<file path="config.mk">
export PLATFORM = sky130hd
export DESIGN_NAME = arbitration_client_flat
export DESIGN_NICKNAME = d
export VERILOG_FILES = /design/src/rtl/arbitration_pkg.sv /design/src/rtl/arbitration_client_if.sv /design/src/rtl/arbitration_client_fifo.sv /design/src/rtl/arbitration_client.sv /design/src/flat_wrapper.sv
export SDC_FILE = /design/constraint.sdc
export NUM_CORES = 1
export LEC_CHECK = 0
export CORE_ASPECT_RATIO = 1.1
export CORE_UTILIZATION = 28
export CTS_BUF_LIST = sky130_fd_sc_hd__clkbuf_16
export DETAILED_ROUTE_END_ITERATION = 7
export GPL_TIMING_DRIVEN = 0
export SLEW_MARGIN = 20
export SYNTH_ARGS = -nofsm -noshare
export SYNTH_HDL_FRONTEND = slang
export SYNTH_HIERARCHICAL = 1
export SYNTH_SLANG_ARGS = --single-unit
</file>
<file path="constraint.sdc">
create_clock -name i_clk -period 3.2 [get_ports i_clk]
set_input_delay 0.8 -clock i_clk [delete_from_list [all_inputs] [get_ports i_clk]]
set_output_delay 0.8 -clock i_clk [all_outputs]
set_load 0.02 [all_outputs]
</file>
<file path="src/rtl/arbitration_pkg.sv">
// Shared types and helpers for the arbitration client and its arbiter.
package arbitration_pkg;

    typedef enum logic [1:0] {
        IDLE    = 2'd0,
        REQUEST = 2'd1,
        RELEASE = 2'd2
    } client_state_e;

    // Index width that never collapses to zero bits for a single-entry structure.
    function automatic int unsigned clog2_min1(input int unsigned n);
        return (n <= 1) ? 1 : $clog2(n);
    endfunction

endpackage

</file>
<file path="src/rtl/arbitration_client_if.sv">
// Producer/arbiter-facing bundle of one arbitration client lane.
interface arbitration_client_if #(
    parameter int unsigned DATA_WIDTH     = 32,
    parameter int unsigned PRIORITY_WIDTH = 2
);
    logic                      i_valid;
    logic                      o_ready;
    logic [DATA_WIDTH-1:0]     i_data;
    logic [PRIORITY_WIDTH-1:0] i_priority;
    logic                      o_request;
    logic [PRIORITY_WIDTH-1:0] o_priority;
    logic                      i_grant;
    logic                      o_issue;
    logic [DATA_WIDTH-1:0]     o_issue_data;

    // Producer and arbiter side.
    modport master (
        output i_valid, i_data, i_priority, i_grant,
        input  o_ready, o_request, o_priority, o_issue, o_issue_data
    );

    // Client side.
    modport slave (
        input  i_valid, i_data, i_priority, i_grant,
        output o_ready, o_request, o_priority, o_issue, o_issue_data
    );
endinterface

</file>
<file path="src/rtl/arbitration_client_fifo.sv">
// Generic synchronous FIFO: registered count, full/empty flags, head read-out.
module arbitration_client_fifo
    import arbitration_pkg::*;
#(
    parameter int unsigned WIDTH = 8,
    parameter int unsigned DEPTH = 4
) (
    input  logic                       clk,
    input  logic                       rst_n,
    input  logic                       push,
    input  logic                       pop,
    input  logic [WIDTH-1:0]           wdata,
    output logic                       full,
    output logic                       empty,
    output logic [WIDTH-1:0]           head,
    output logic [$clog2(DEPTH):0]     count
);
    localparam int unsigned AW = clog2_min1(DEPTH);
    localparam int unsigned CW = $clog2(DEPTH) + 1;

    logic [WIDTH-1:0] mem_q [DEPTH];
    logic [AW-1:0]    wr_ptr_q;
    logic [AW-1:0]    rd_ptr_q;
    logic [CW-1:0]    count_q;
    logic             do_push;
    logic             do_pop;

    assign full    = (count_q == CW'(DEPTH));
    assign empty   = (count_q == '0);
    assign do_push = push & ~full;
    assign do_pop  = pop & ~empty;
    assign head    = mem_q[rd_ptr_q];
    assign count   = count_q;

    always_ff @(posedge clk) begin
        if (do_push) begin
            mem_q[wr_ptr_q] <= wdata;
        end
    end

    // Power-of-two depth lets the pointers wrap naturally.
    always_ff @(posedge clk) begin
        if (!rst_n) begin
            wr_ptr_q <= '0;
            rd_ptr_q <= '0;
            count_q  <= '0;
        end else begin
            if (do_push) begin
                wr_ptr_q <= wr_ptr_q + AW'(1);
            end
            if (do_pop) begin
                rd_ptr_q <= rd_ptr_q + AW'(1);
            end
            count_q <= count_q + CW'(do_push) - CW'(do_pop);
        end
    end

endmodule

</file>
<file path="src/rtl/arbitration_client.sv">
// Requester agent for one arbiter lane: buffers commands, requests, issues on grant.
// Optional priority aging is enabled with ARBITRATION_CLIENT_AGING_EN.
module arbitration_client
    import arbitration_pkg::*;
#(
    parameter int unsigned DATA_WIDTH     = 32,
    parameter int unsigned PRIORITY_WIDTH = 2,
    parameter int unsigned DEPTH          = 4,
    parameter int unsigned RELEASE_CYCLES = 0,
    parameter int unsigned AGE_CYCLES     = 8
) (
    input  logic                  i_clk,
    input  logic                  i_rst_n,
    arbitration_client_if.slave   bus
);
    localparam int unsigned EW = PRIORITY_WIDTH + DATA_WIDTH;
    localparam int unsigned CW = $clog2(DEPTH) + 1;
    localparam int unsigned RW = 4;

    localparam logic [1:0] ST_IDLE    = IDLE;
    localparam logic [1:0] ST_REQUEST = REQUEST;
    localparam logic [1:0] ST_RELEASE = RELEASE;

    localparam logic [PRIORITY_WIDTH-1:0] PRIO_MAX = '1;

    logic [1:0]                state_q, state_d;
    logic [RW-1:0]             rel_q, rel_d;
    logic                      issue_q;
    logic [DATA_WIDTH-1:0]     issue_data_q;

    logic                      push, pop, full, empty, more;
    logic [EW-1:0]             head;
    logic [CW-1:0]             count;
    logic [PRIORITY_WIDTH-1:0] head_prio, eff_prio;
    logic [DATA_WIDTH-1:0]     head_data;

    assign push      = bus.i_valid & ~full;
    assign pop       = (state_q == ST_REQUEST) & bus.i_grant;
    assign head_prio = head[EW-1 -: PRIORITY_WIDTH];
    assign head_data = head[DATA_WIDTH-1:0];
    // Entries remaining after this cycle's pop, counting a concurrent push.
    assign more      = (count != CW'(1)) | push;

    arbitration_client_fifo #(
        .WIDTH (EW),
        .DEPTH (DEPTH)
    ) u_fifo (
        .clk   (i_clk),
        .rst_n (i_rst_n),
        .push  (push),
        .pop   (pop),
        .wdata ({bus.i_priority, bus.i_data}),
        .full  (full),
        .empty (empty),
        .head  (head),
        .count (count)
    );

    always_comb begin
        state_d = state_q;
        rel_d   = rel_q;
        case (state_q)
            ST_IDLE: begin
                if (!empty) begin
                    state_d = ST_REQUEST;
                end
            end
            ST_REQUEST: begin
                if (bus.i_grant) begin
                    if (RELEASE_CYCLES > 0) begin
                        state_d = ST_RELEASE;
                        rel_d   = RW'(RELEASE_CYCLES) - RW'(1);
                    end else begin
                        state_d = more ? ST_REQUEST : ST_IDLE;
                    end
                end
            end
            ST_RELEASE: begin
                if (rel_q == '0) begin
                    state_d = empty ? ST_IDLE : ST_REQUEST;
                end else begin
                    rel_d = rel_q - RW'(1);
                end
            end
            default: state_d = ST_IDLE;
        endcase
    end

    always_ff @(posedge i_clk) begin
        if (!i_rst_n) begin
            state_q      <= ST_IDLE;
            rel_q        <= '0;
            issue_q      <= 1'b0;
            issue_data_q <= '0;
        end else begin
            state_q <= state_d;
            rel_q   <= rel_d;
            issue_q <= pop;
            if (pop) begin
                issue_data_q <= head_data;
            end
        end
    end

`ifdef ARBITRATION_CLIENT_AGING_EN
    localparam int unsigned WW = clog2_min1(AGE_CYCLES);

    logic [WW-1:0]             wait_q;
    logic [PRIORITY_WIDTH-1:0] boost_q;
    logic [PRIORITY_WIDTH:0]   prio_sum;

    always_ff @(posedge i_clk) begin
        if (!i_rst_n) begin
            wait_q  <= '0;
            boost_q <= '0;
        end else if (state_q == ST_REQUEST) begin
            if (bus.i_grant) begin
                wait_q  <= '0;
                boost_q <= '0;
            end else if (wait_q == WW'(AGE_CYCLES - 1)) begin
                wait_q <= '0;
                if (boost_q != PRIO_MAX) begin
                    boost_q <= boost_q + PRIORITY_WIDTH'(1);
                end
            end else begin
                wait_q <= wait_q + WW'(1);
            end
        end
    end

    assign prio_sum = {1'b0, head_prio} + {1'b0, boost_q};
    assign eff_prio = prio_sum[PRIORITY_WIDTH] ? PRIO_MAX : prio_sum[PRIORITY_WIDTH-1:0];
`else
    assign eff_prio = head_prio;
`endif

    assign bus.o_ready      = ~full;
    assign bus.o_request    = (state_q == ST_REQUEST);
    assign bus.o_priority   = (state_q == ST_REQUEST) ? eff_prio : '0;
    assign bus.o_issue      = issue_q;
    assign bus.o_issue_data = issue_data_q;

endmodule

</file>
<file path="src/flat_wrapper.sv">
// flat-port wrapper written by rule: the top's interface ports become plain ports
module arbitration_client_flat import arbitration_pkg::*;
#(
    parameter int unsigned DATA_WIDTH     = 32,
    parameter int unsigned PRIORITY_WIDTH = 2,
    parameter int unsigned DEPTH          = 4,
    parameter int unsigned RELEASE_CYCLES = 0,
    parameter int unsigned AGE_CYCLES     = 8
)
  (i_clk, i_rst_n, bus_i_valid, bus_i_data, bus_i_priority, bus_i_grant, bus_o_ready, bus_o_request, bus_o_priority, bus_o_issue, bus_o_issue_data);
  arbitration_client_if #(.DATA_WIDTH(DATA_WIDTH), .PRIORITY_WIDTH(PRIORITY_WIDTH)) bus_i ();
  input  logic i_clk;
  input  logic i_rst_n;
  input wire logic [$bits(bus_i.i_valid)-1:0] bus_i_valid;
  input wire logic [$bits(bus_i.i_data)-1:0] bus_i_data;
  input wire logic [$bits(bus_i.i_priority)-1:0] bus_i_priority;
  input wire logic [$bits(bus_i.i_grant)-1:0] bus_i_grant;
  output wire logic [$bits(bus_i.o_ready)-1:0] bus_o_ready;
  output wire logic [$bits(bus_i.o_request)-1:0] bus_o_request;
  output wire logic [$bits(bus_i.o_priority)-1:0] bus_o_priority;
  output wire logic [$bits(bus_i.o_issue)-1:0] bus_o_issue;
  output wire logic [$bits(bus_i.o_issue_data)-1:0] bus_o_issue_data;
  assign bus_i.i_valid = bus_i_valid;
  assign bus_i.i_data = bus_i_data;
  assign bus_i.i_priority = bus_i_priority;
  assign bus_i.i_grant = bus_i_grant;
  assign bus_o_ready = bus_i.o_ready;
  assign bus_o_request = bus_i.o_request;
  assign bus_o_priority = bus_i.o_priority;
  assign bus_o_issue = bus_i.o_issue;
  assign bus_o_issue_data = bus_i.o_issue_data;
  arbitration_client #(.DATA_WIDTH(DATA_WIDTH), .PRIORITY_WIDTH(PRIORITY_WIDTH), .DEPTH(DEPTH), .RELEASE_CYCLES(RELEASE_CYCLES), .AGE_CYCLES(AGE_CYCLES)) u_core (.i_clk(i_clk), .i_rst_n(i_rst_n), .bus(bus_i));
endmodule
</file>
# Word level (Yosys, flattened, before mapping)
# Memories as Yosys holds them, arrays and structs flattened. A register that Yosys moved wholly into a read port is not among the register bits.
# Cells that the tools add are included.
[totals]
ff_bits = 46
ramBits = 136
in_bits = 38
word_cells = 44
memories = 1
[op_classes]
add_sub_neg = 5
eq_ne = 7
n_mux = 11
n_bitwise = 8
n_reduce_logical = 5
[memory_table]
columns = ["name", "words", "width", "read_ports", "rd_clocked_by_memory_dff", "wr", "line_no", "text"]
rows = [
  ["u_core.u_fifo.mem_q", 4, 34, 1, 1, 1, "arbitration_client_fifo.sv:21", "logic [WIDTH-1:0] mem_q [DEPTH];"],
]
[ops]
columns = ["operator", "n"]
rows = [
  ["2-bit 2-to-1 mux", 6],
  ["2-bit one-hot mux with 3 select lines", 1],
  ["2-bit by 1-bit adder with 2-bit output (second input constant)", 2],
  ["1-bit bitwise AND", 4],
  ["4-bit zero test", 1],
  ["1-bit 2-to-1 mux", 4],
  ["2-bit inequality test (second input constant)", 2],
  ["4-bit by 1-bit subtractor with 4-bit output (second input constant)", 1],
  ["3-bit by 1-bit adder with 3-bit output", 1],
  ["3-bit == test (second input constant)", 1],
  ["3-bit zero test", 1],
  ["3-bit by 1-bit inequality test with 1-bit output (second input constant)", 1],
  ["1-bit NOT", 3],
  ["3-bit AND reduction", 1],
  ["3-bit by 1-bit subtractor with 3-bit output", 1],
  ["2-bit by 1-bit == test with 1-bit output (second input constant)", 1],
  ["2-bit == test (second input constant)", 1],
  ["2-bit zero test", 1],
  ["2-bit by 1-bit inequality test with 1-bit output (second input constant)", 1],
  ["2-bit AND reduction", 1],
  ["1-bit bitwise OR", 1],
]

# Depth between registers and ports, before layout
# Gate-level depths: netlist (run 1).
[depth]
word_depth = 7
ltp_mapped = 12

# Hierarchy
# Netlist (run 1), hierarchy kept.
[by_module_without_submodules]
columns = ["module", "n_inst", "cells_each", "area_each_um2"]
rows = [
  ["arbitration_client_fifo", 1, 229, 5440.2],
  ["arbitration_client", 1, 159, 1512.7],
]

# Worst setup path after synthesis (run 1)
# OpenSTA, ideal clock, no wires.
[synth_path]
kind = "input port to flip-flop"
from = "input bus_i_grant"
to = "register u_core.u_fifo.count_q[2] (netlist: u_core/u_fifo/count[2])"
setup_time_ns = 0.115
arrival_ns = 2.626
required_time_ns = 3.085
path_slack_ns = 0.459
cell_stages = 11
cell_sequence = "buf_6 > buf_2 > and2_1 > nor2b_1 > ha_1 > inv_1 > ha_1 > fa_1 > xnor2_1 > xnor2_1 > and2_1"
[synth_between]
elab_chain_cells = 3
[synth_lines]
columns = ["item", "line_no", "text"]
rows = [
  ["start: declaration", "flat_wrapper.sv:17", "input wire logic [$bits(bus_i.i_grant)-1:0] bus_i_grant;"],
  ["1-bit bitwise AND", "arbitration_client.sv:38", "assign pop = (state_q == ST_REQUEST) & bus.i_grant;"],
  ["named net u_core.pop", "arbitration_client.sv:31", "logic push, pop, full, empty, more;"],
  ["1-bit bitwise AND", "arbitration_client_fifo.sv:31", "assign do_pop = pop & ~empty;"],
  ["named net u_core.u_fifo.do_pop", "arbitration_client_fifo.sv:26", "logic do_pop;"],
  ["3-bit by 1-bit subtractor with 3-bit output", "arbitration_client_fifo.sv:54", "count_q <= count_q + CW'(do_push) - CW'(do_pop);"],
  ["end signal: assignment", "arbitration_client_fifo.sv:54", ""],
  ["end: declaration", "arbitration_client_fifo.sv:24", "logic [CW-1:0] count_q;"],
]
# The timed path passes the listed nets, and every way through them passes these cells.
# A chain may end at the register's enable or synchronous reset.

==> metrics.csv, run 1 <==
stage,metric,value,unit
pwr,Worst VDD drop,0.000453,V
clock_network,CTS tree,built,
min_path,Hold/Removal Path Class,flop to flop,
die,Die W,152,um
yosys,Async SR Flop Fraction,0,%
placement,DP Cell Count,776,
yosys,mean area per synthesized cell,17.9,sq um
yosys,top_reg_cell synth,edfxtp_1,
yosys,number of synthesized register bits,179,
yosys,Synth top cells by count,"edfxtp_1, dfxtp_1, a21oi_1, nand3_1, mux4_2",
clock_network,Resized Gates After CTS,1,
detailed_routing,per-cell routed wire length,18.5,um
die,I/O Pins,75,
clock_network,Clock Tree Buf Depth,2,
clock_network,clock sink count,179,
detailed_routing,drt total wl,14.9,mm
yosys,synth warn,6,
pwr,total power divided by cell area,733,nW/um^2
worst_setup_path,R2R Path Start,u_core/state_q[0]$_SDFFE_PN0P_,
placement,setup slack at placement,-0.425,ns
worst_setup_path,R2R Setup Slk,0.59,ns
yosys,post-synth top area cell,edfxtp_1,
yosys,area fraction in compound gates after synthesis,7.38,%
finish,Area Overhead vs Synth,25.6,%
sta,RSZ-0062 raised after global routing,false,
yosys,Post-Synth Adder-Cell Area,1.37,%
detailed_routing,via density per instance,4.64,
placement,GP Congestion,0.733,
worst_setup_path,Reg2Reg Depth,12,
sta,maximum clock rate,0.326,GHz
sta,Setup Viol. Count Final,0,
yosys,Post-synth EDFFs,136,
grt,largest net degree at the start of global routing,22,
sta,final hold violation count,0,
sta,Slew HR,61.3,%
worst_setup_path,CP Max Fanout,7,
worst_setup_path,RR Endpoint,u_core/u_fifo/count[2]$_SDFF_PN0_,
finish,post-layout util,35.8,%
worst_setup_path,critical path arrival,2.27,ns
job,MaxCap Viol Count,0,
clock_network,"CTS clk-pin slew, worst paths",0.07,ns
die,Rows,60,
clock_network,CTS buffer count,17,
sta,Worst-Margin Slew,0.581,ns
grt,first-pass GRT wire length,22.8,mm
die,Initial Utilization,28.5,%
yosys,post-synthesis simple-gate area fraction,4.71,%
detailed_routing,Detailed Routing Iterations Pass 1,8,
finish,Final #Nets,528,
yosys,top cell type's share of synthesized area,58.7,%
detailed_routing,via count,3743,
yosys,most frequent cell after synthesis,edfxtp_1,
die,core outline area,24400,sq um
grt,gr usage total,12.2,%
sta,Final period util,95.9,%
yosys,largest family of logic cells by synthesized area,multiplexers,
die,die footprint,25500,sq um
finish,Ant. Diodes,0,
clock_network,CTS Hold Buffers Added,0,
detailed_routing,drc violations,6,
pwr,leakage power,2.86,nW
grt,vias in the first global route,4070,
sta,Clock Skew,0.0118,ns
sta,final worst setup slack,0.131,ns
yosys,distinct cell type count after synthesis,30,
run_status,violated checks,design-rule violations,
clock_network,total setup buffers inserted after CTS,0,
worst_setup_path,Worst setup EP type,output port,
yosys,mux cell area share after synthesis,11.5,%
yosys,syn_nets,433,
grt,GR Overflow Total,0,
yosys,Synth Cell Area,6950,sq um
die,DIE HEIGHT,167,um
clock_network,H-tree Lvls,4,
sta,min Tclk post-route,3.07,ns
worst_setup_path,critical path class,flop to output port,
detailed_routing,initial drt markers,237,
grt,antenna violations before repair,0,
worst_setup_path,Worst Setup EP,bus_o_priority[1],
detailed_routing,Routed Antenna Nets,0,
yosys,Syn Inst Count,388,
finish,Layout Cells excl Fill,806,
finish,layout cells sized above 1,21.2,%
run_status,status,"complete, but fails checks",
sta,Max Slew Vio Count,0,
yosys,top post-synthesis cells by area,"edfxtp_1, dfxtp_1, mux4_2",
clock_network,"Clk Latency, worst-skew pair",0.43,ns
worst_setup_path,CP Launch Type,flop,
clock_network,Root Driver,clkbuf_16,
yosys,register area share after synthesis,71.1,%
yosys,XOR/XNOR Fraction of Synth Area,0.252,%
placement,I/O Buffers,74,
placement,post-DP HPWL,10.1,mm
worst_setup_path,"Req. time, crit path",2.40,ns
==> metrics by stage <==
step	setup TNS, ns	area, sq um	hold slack (ns)	power, mW
after detailed placement	-0.688	8170	0.500	4.51
final	0	8730	0.511	6.40
after floorplan	0	6950	0.456	3.92
after global routing	0	8730	0.542	6.67
after global placement	-76.24	8080	0.466	4.43
after CTS	0	8730	0.516	6.46
==> report_power, final <==
group | switching (mW) | total [mW] | internal, mW
registers | 0.117 | 2.96 | 2.84
logic | 0.779 | 1.48 | 0.703
clock network | 0.937 | 1.97 | 1.03
total | 1.83 | 6.40 | 4.57
==> worst max-delay path, stage by stage (launching register included) <==
cell and delay [ns]:
dfxtp_1 0.33, buf_6 0.17, mux4_1 0.56, and2_1 0.23
clkdlybuf4s50_1 0.55
==> cell usage in the layout (no fill, tap or decap), types with 6 or more instances in the layout <==
cell type,instances
clkdlybuf4s50_1,73
buf_12,7
clkbuf_16,17
inv_1,9
edfxtp_1,136
a21bo_2,10
nand2_1,6
mux4_2,30
dfxtp_1,43
buf_2,9
and2_1,6
ha_1,6
nand3_1,32
a21oi_1,32
a21bo_1,22
==> registers in the layout, indices dropped and copies added (netlist names), named ones only <==
name and count:
u_core/u_fifo/rd_ptr_q 2, u_core/u_fifo/wr_ptr_q 2, u_core/u_fifo/mem_q 136, u_core/u_fifo/count 3
u_core/state_q 1, u_core/bus.o_issue 1, u_core/bus.o_issue_data 32
==> routing by layer <==
layer | wire length, um | track usage [%] | up-vias | share of wire [%]
met1 | 6140 | 14.3 | 1946 | 41
met2 | 7790 | 21.3 | 80 | 52
met4 | 136 | 3.77 | 0 | 0.91
met5 | 0 | 0 | - | 0
met3 | 812 | 3.65 | 15 | 5.5
li1 | - | - | 1702 | -
==> how the worst min path moves through the flow <==
stage	to	depth (start not counted)	from	slack, ns
after detailed placement	flop	2	u_core/u_fifo/rd_ptr_q[0]$_SDFFE_PN0P_	0.50
after CTS	u_core/u_fifo/wr_ptr_q[0]$_SDFFE_PN0P_	2	u_core/u_fifo/wr_ptr_q[0]$_SDFFE_PN0P_	0.52
after floorplan	flop	2	u_core/u_fifo/rd_ptr_q[1]$_SDFFE_PN0P_	0.46
after global placement	u_core/u_fifo/rd_ptr_q[1]$_SDFFE_PN0P_	2	u_core/u_fifo/rd_ptr_q[1]$_SDFFE_PN0P_	0.47
final	u_core/u_fifo/wr_ptr_q[0]$_SDFFE_PN0P_	2	u_core/u_fifo/wr_ptr_q[0]$_SDFFE_PN0P_	0.51
after global routing	flop	2	u_core/u_fifo/rd_ptr_q[1]$_SDFFE_PN0P_	0.54
==> cell families (layout without fill, tap and decap cells) <==
kind of cell | after synthesis | in the layout
xor gates and xnor gates | 2 | 2
muxes | 36 | 36
AOI/OAI and AO/OA | 69 | 69
and+or+nand+nor | 58 | 58
DFF | 179 | 179
adders and majority gates | 7 | 7
buffers and inverters | 37 | 145
==> final cells by class <==
class,instances,area [sq um]
Timing Repair Buffer,78,823
Clock inverter,15,140
Tap cell,310,388
Fill cell,2276,15700
Buffer,26,214
Clock buffer,17,425
Inverter,9,33.8
Multi-Input combinational cell,172,1760
Sequential cell,179,4940
(Power assumes the default switching activity.)
==> inputs of run 2 (changes only) <==
--- a/config.mk
+++ b/config.mk
@@ -5,6 +5,7 @@
 export SDC_FILE = /design/constraint.sdc
 export NUM_CORES = 1
 export LEC_CHECK = 0
+export CAP_MARGIN = 0
 export CORE_ASPECT_RATIO = 1.1
 export CORE_UTILIZATION = 28
 export CTS_BUF_LIST = sky130_fd_sc_hd__clkbuf_16
==> results of run 2 <==
No change in the layout: final DEF, timing and power equal those of run 1.
==> inputs of run 3 (changes only) <==
--- a/config.mk
+++ b/config.mk
@@ -10,7 +10,6 @@
 export CORE_UTILIZATION = 28
 export CTS_BUF_LIST = sky130_fd_sc_hd__clkbuf_16
 export DETAILED_ROUTE_END_ITERATION = 7
-export GPL_TIMING_DRIVEN = 0
 export SLEW_MARGIN = 20
 export SYNTH_ARGS = -nofsm -noshare
 export SYNTH_HDL_FRONTEND = slang
==> run 3 against run 2 <==
Compared with the run above: the run still ends with design-rule violations left; global-route usage shrank 0.26 points; worst setup slack better by 0.14 ns; maximum frequency grew 4.8%; hold slack got worse by 0.0082 ns; die area did not move.
==> metrics.csv, run 3 (synthesized netlist as in run 1, its figures left out) <==
stage,metric,value,unit
detailed_routing,via density per instance,4.60,
sta,maximum clock rate,0.341,GHz
pwr,Design Power,6.37,mW
finish,Layout Cells excl Fill,794,
pwr,Worst VDD drop,0.000359,V
run_status,violated checks,design-rule violations,
pwr,total power divided by cell area,740,nW/um^2
worst_setup_path,Worst setup EP type,output port,
clock_network,Clock Tree Buf Depth,2,
finish,Largest Register,u_core/u_fifo/mem_q,
clock_network,total setup buffers inserted after CTS,0,
die,core outline area,24400,sq um
grt,vias in the first global route,3991,
job,MaxCap Viol Count,0,
sta,min Tclk post-route,2.93,ns
sta,final worst setup slack,0.270,ns
worst_setup_path,RR Endpoint,u_core/u_fifo/count[2]$_SDFF_PN0_,
clock_network,clock sink count,179,
run_status,status,"complete, but fails checks",
worst_setup_path,R2R Path Start,u_core/u_fifo/count[2]$_SDFF_PN0_,
placement,dpl cell area,8030,sq um
finish,layout cells sized above 1,20.0,%
worst_setup_path,CP Max Fanout,5,
detailed_routing,Detailed Routing Iterations Pass 1,6,
finish,Area Overhead vs Synth,23.8,%
clock_network,"CTS clk-pin slew, worst paths",0.07,ns
grt,GR Overflow Total,0,
clock_network,CTS Hold Buffers Added,0,
placement,GP Congestion,0.683,
min_path,Hold Path Cell Cnt,2,
min_path,Worst Hold End,u_core/u_fifo/rd_ptr_q[0]$_SDFFE_PN0P_,
placement,setup slack at placement,0.136,ns
detailed_routing,initial drt markers,153,
clock_network,Root Driver,clkbuf_16,
sta,Clock Skew,0.0201,ns
clock_network,H-tree Lvls,4,
placement,post-DP HPWL,8.97,mm
grt,largest net degree at the start of global routing,67,
sta,Max Slew Vio Count,0,
sta,RSZ-0062 raised after global routing,false,
sta,Final period util,91.6,%
worst_setup_path,"Req. time, crit path",2.40,ns
worst_setup_path,critical path arrival,2.13,ns
die,DIE HEIGHT,167,um
sta,WHS,0.503,ns
detailed_routing,Routed Antenna Nets,0,
finish,"Design Area, Final",8610,sq um
die,Die W,152,um
sta,Setup TNS,0,ns
pwr,leakage power,2.81,nW
worst_setup_path,CP Launch Type,flop,
clock_network,Resized Gates After CTS,0,
grt,first-pass GRT wire length,22.6,mm
clock_network,"Clk Latency, worst-skew pair",0.43,ns
worst_setup_path,R2R Setup Slk,0.87,ns
placement,I/O Buffers,74,
detailed_routing,drt total wl,14.3,mm
grt,gr usage total,11.9,%
sta,Worst-Margin Slew,0.778,ns
detailed_routing,drc violations,6,
detailed_routing,via count,3651,
finish,post-layout util,35.3,%
min_path,Hold/Removal Path Class,flop to flop,
worst_setup_path,Reg2Reg Depth,11,
sta,Slew HR,48.2,%
finish,Ant. Diodes,0,
placement,DP Cell Count,762,
sta,Setup Viol. Count Final,0,
finish,"most common cell after layout, fill and taps aside",edfxtp_1,
die,Initial Utilization,28.5,%
finish,Final #Nets,516,
detailed_routing,per-cell routed wire length,18.0,um
min_path,hold path start,u_core/u_fifo/rd_ptr_q[0]$_SDFFE_PN0P_,
sta,final hold violation count,0,
die,die footprint,25500,sq um
die,Rows,60,
finish,most frequent cells in the layout,"edfxtp_1, clkdlybuf4s50_1, dfxtp_1",
finish,max reg flops,136,
grt,antenna violations before repair,0,
worst_setup_path,critical path class,flop to output port,
clock_network,CTS tree,built,
clock_network,CTS buffer count,17,
die,I/O Pins,75,
-- run 3: cell count changes in the layout (fill, tap and decap cells not counted), sizes merged --
cell          change
dlymetal6s2s      -1
buf               -7
clkinvlp          -2
bufinv            +2
clkbuf            -4
-- run 3: cell type report --
class	count	area, sq um
well taps	310	388
inverters	9	33.8
clock buffers	17	425
multi-input cells	172	1760
flip-flops and latches	179	4950
clock inverters	15	158
fillers	2281	15800
repair buffers	92	896
-- run 3: worst max-delay path by stage --
| stage | from | to | cells after the start |
|---|---|---|---|
| floorplan | bus_i_grant | u_core/u_fifo/count[2]$_SDFF_PN0_ | 11 |
| global placement | bus_i_valid | u_core/u_fifo/count[2]$_SDFF_PN0_ | 11 |
| detailed placement | bus_i_valid | u_core/u_fifo/count[2]$_SDFF_PN0_ | 11 |
| CTS | flop | bus_o_priority[1] | 3 |
| global route | flop | bus_o_priority[1] | 3 |
| finish | flop | bus_o_priority[1] | 3 |
-- run 3: critical path, cell delays in order (launching register included) --
cell             delay [ns]
dfxtp_2                0.40
mux4_1                 0.56
and2_1                 0.20
clkdlybuf4s50_1        0.54
-- run 3: per-layer routing --
layer  vias up  part of all wire [%]  GRT usage, %
met2        76                    51          20.5
met4         0                  0.85          3.95
met5         -                     0             0
li1       1678                     -             -
met1      1886                    44          14.5
met3        11                   4.0          3.03
-- run 3: report_power, final --
group | internal (mW) | switching [mW]
Clock | 1.16 | 0.898
Sequential | 2.84 | 0.150
Combinational | 0.621 | 0.695
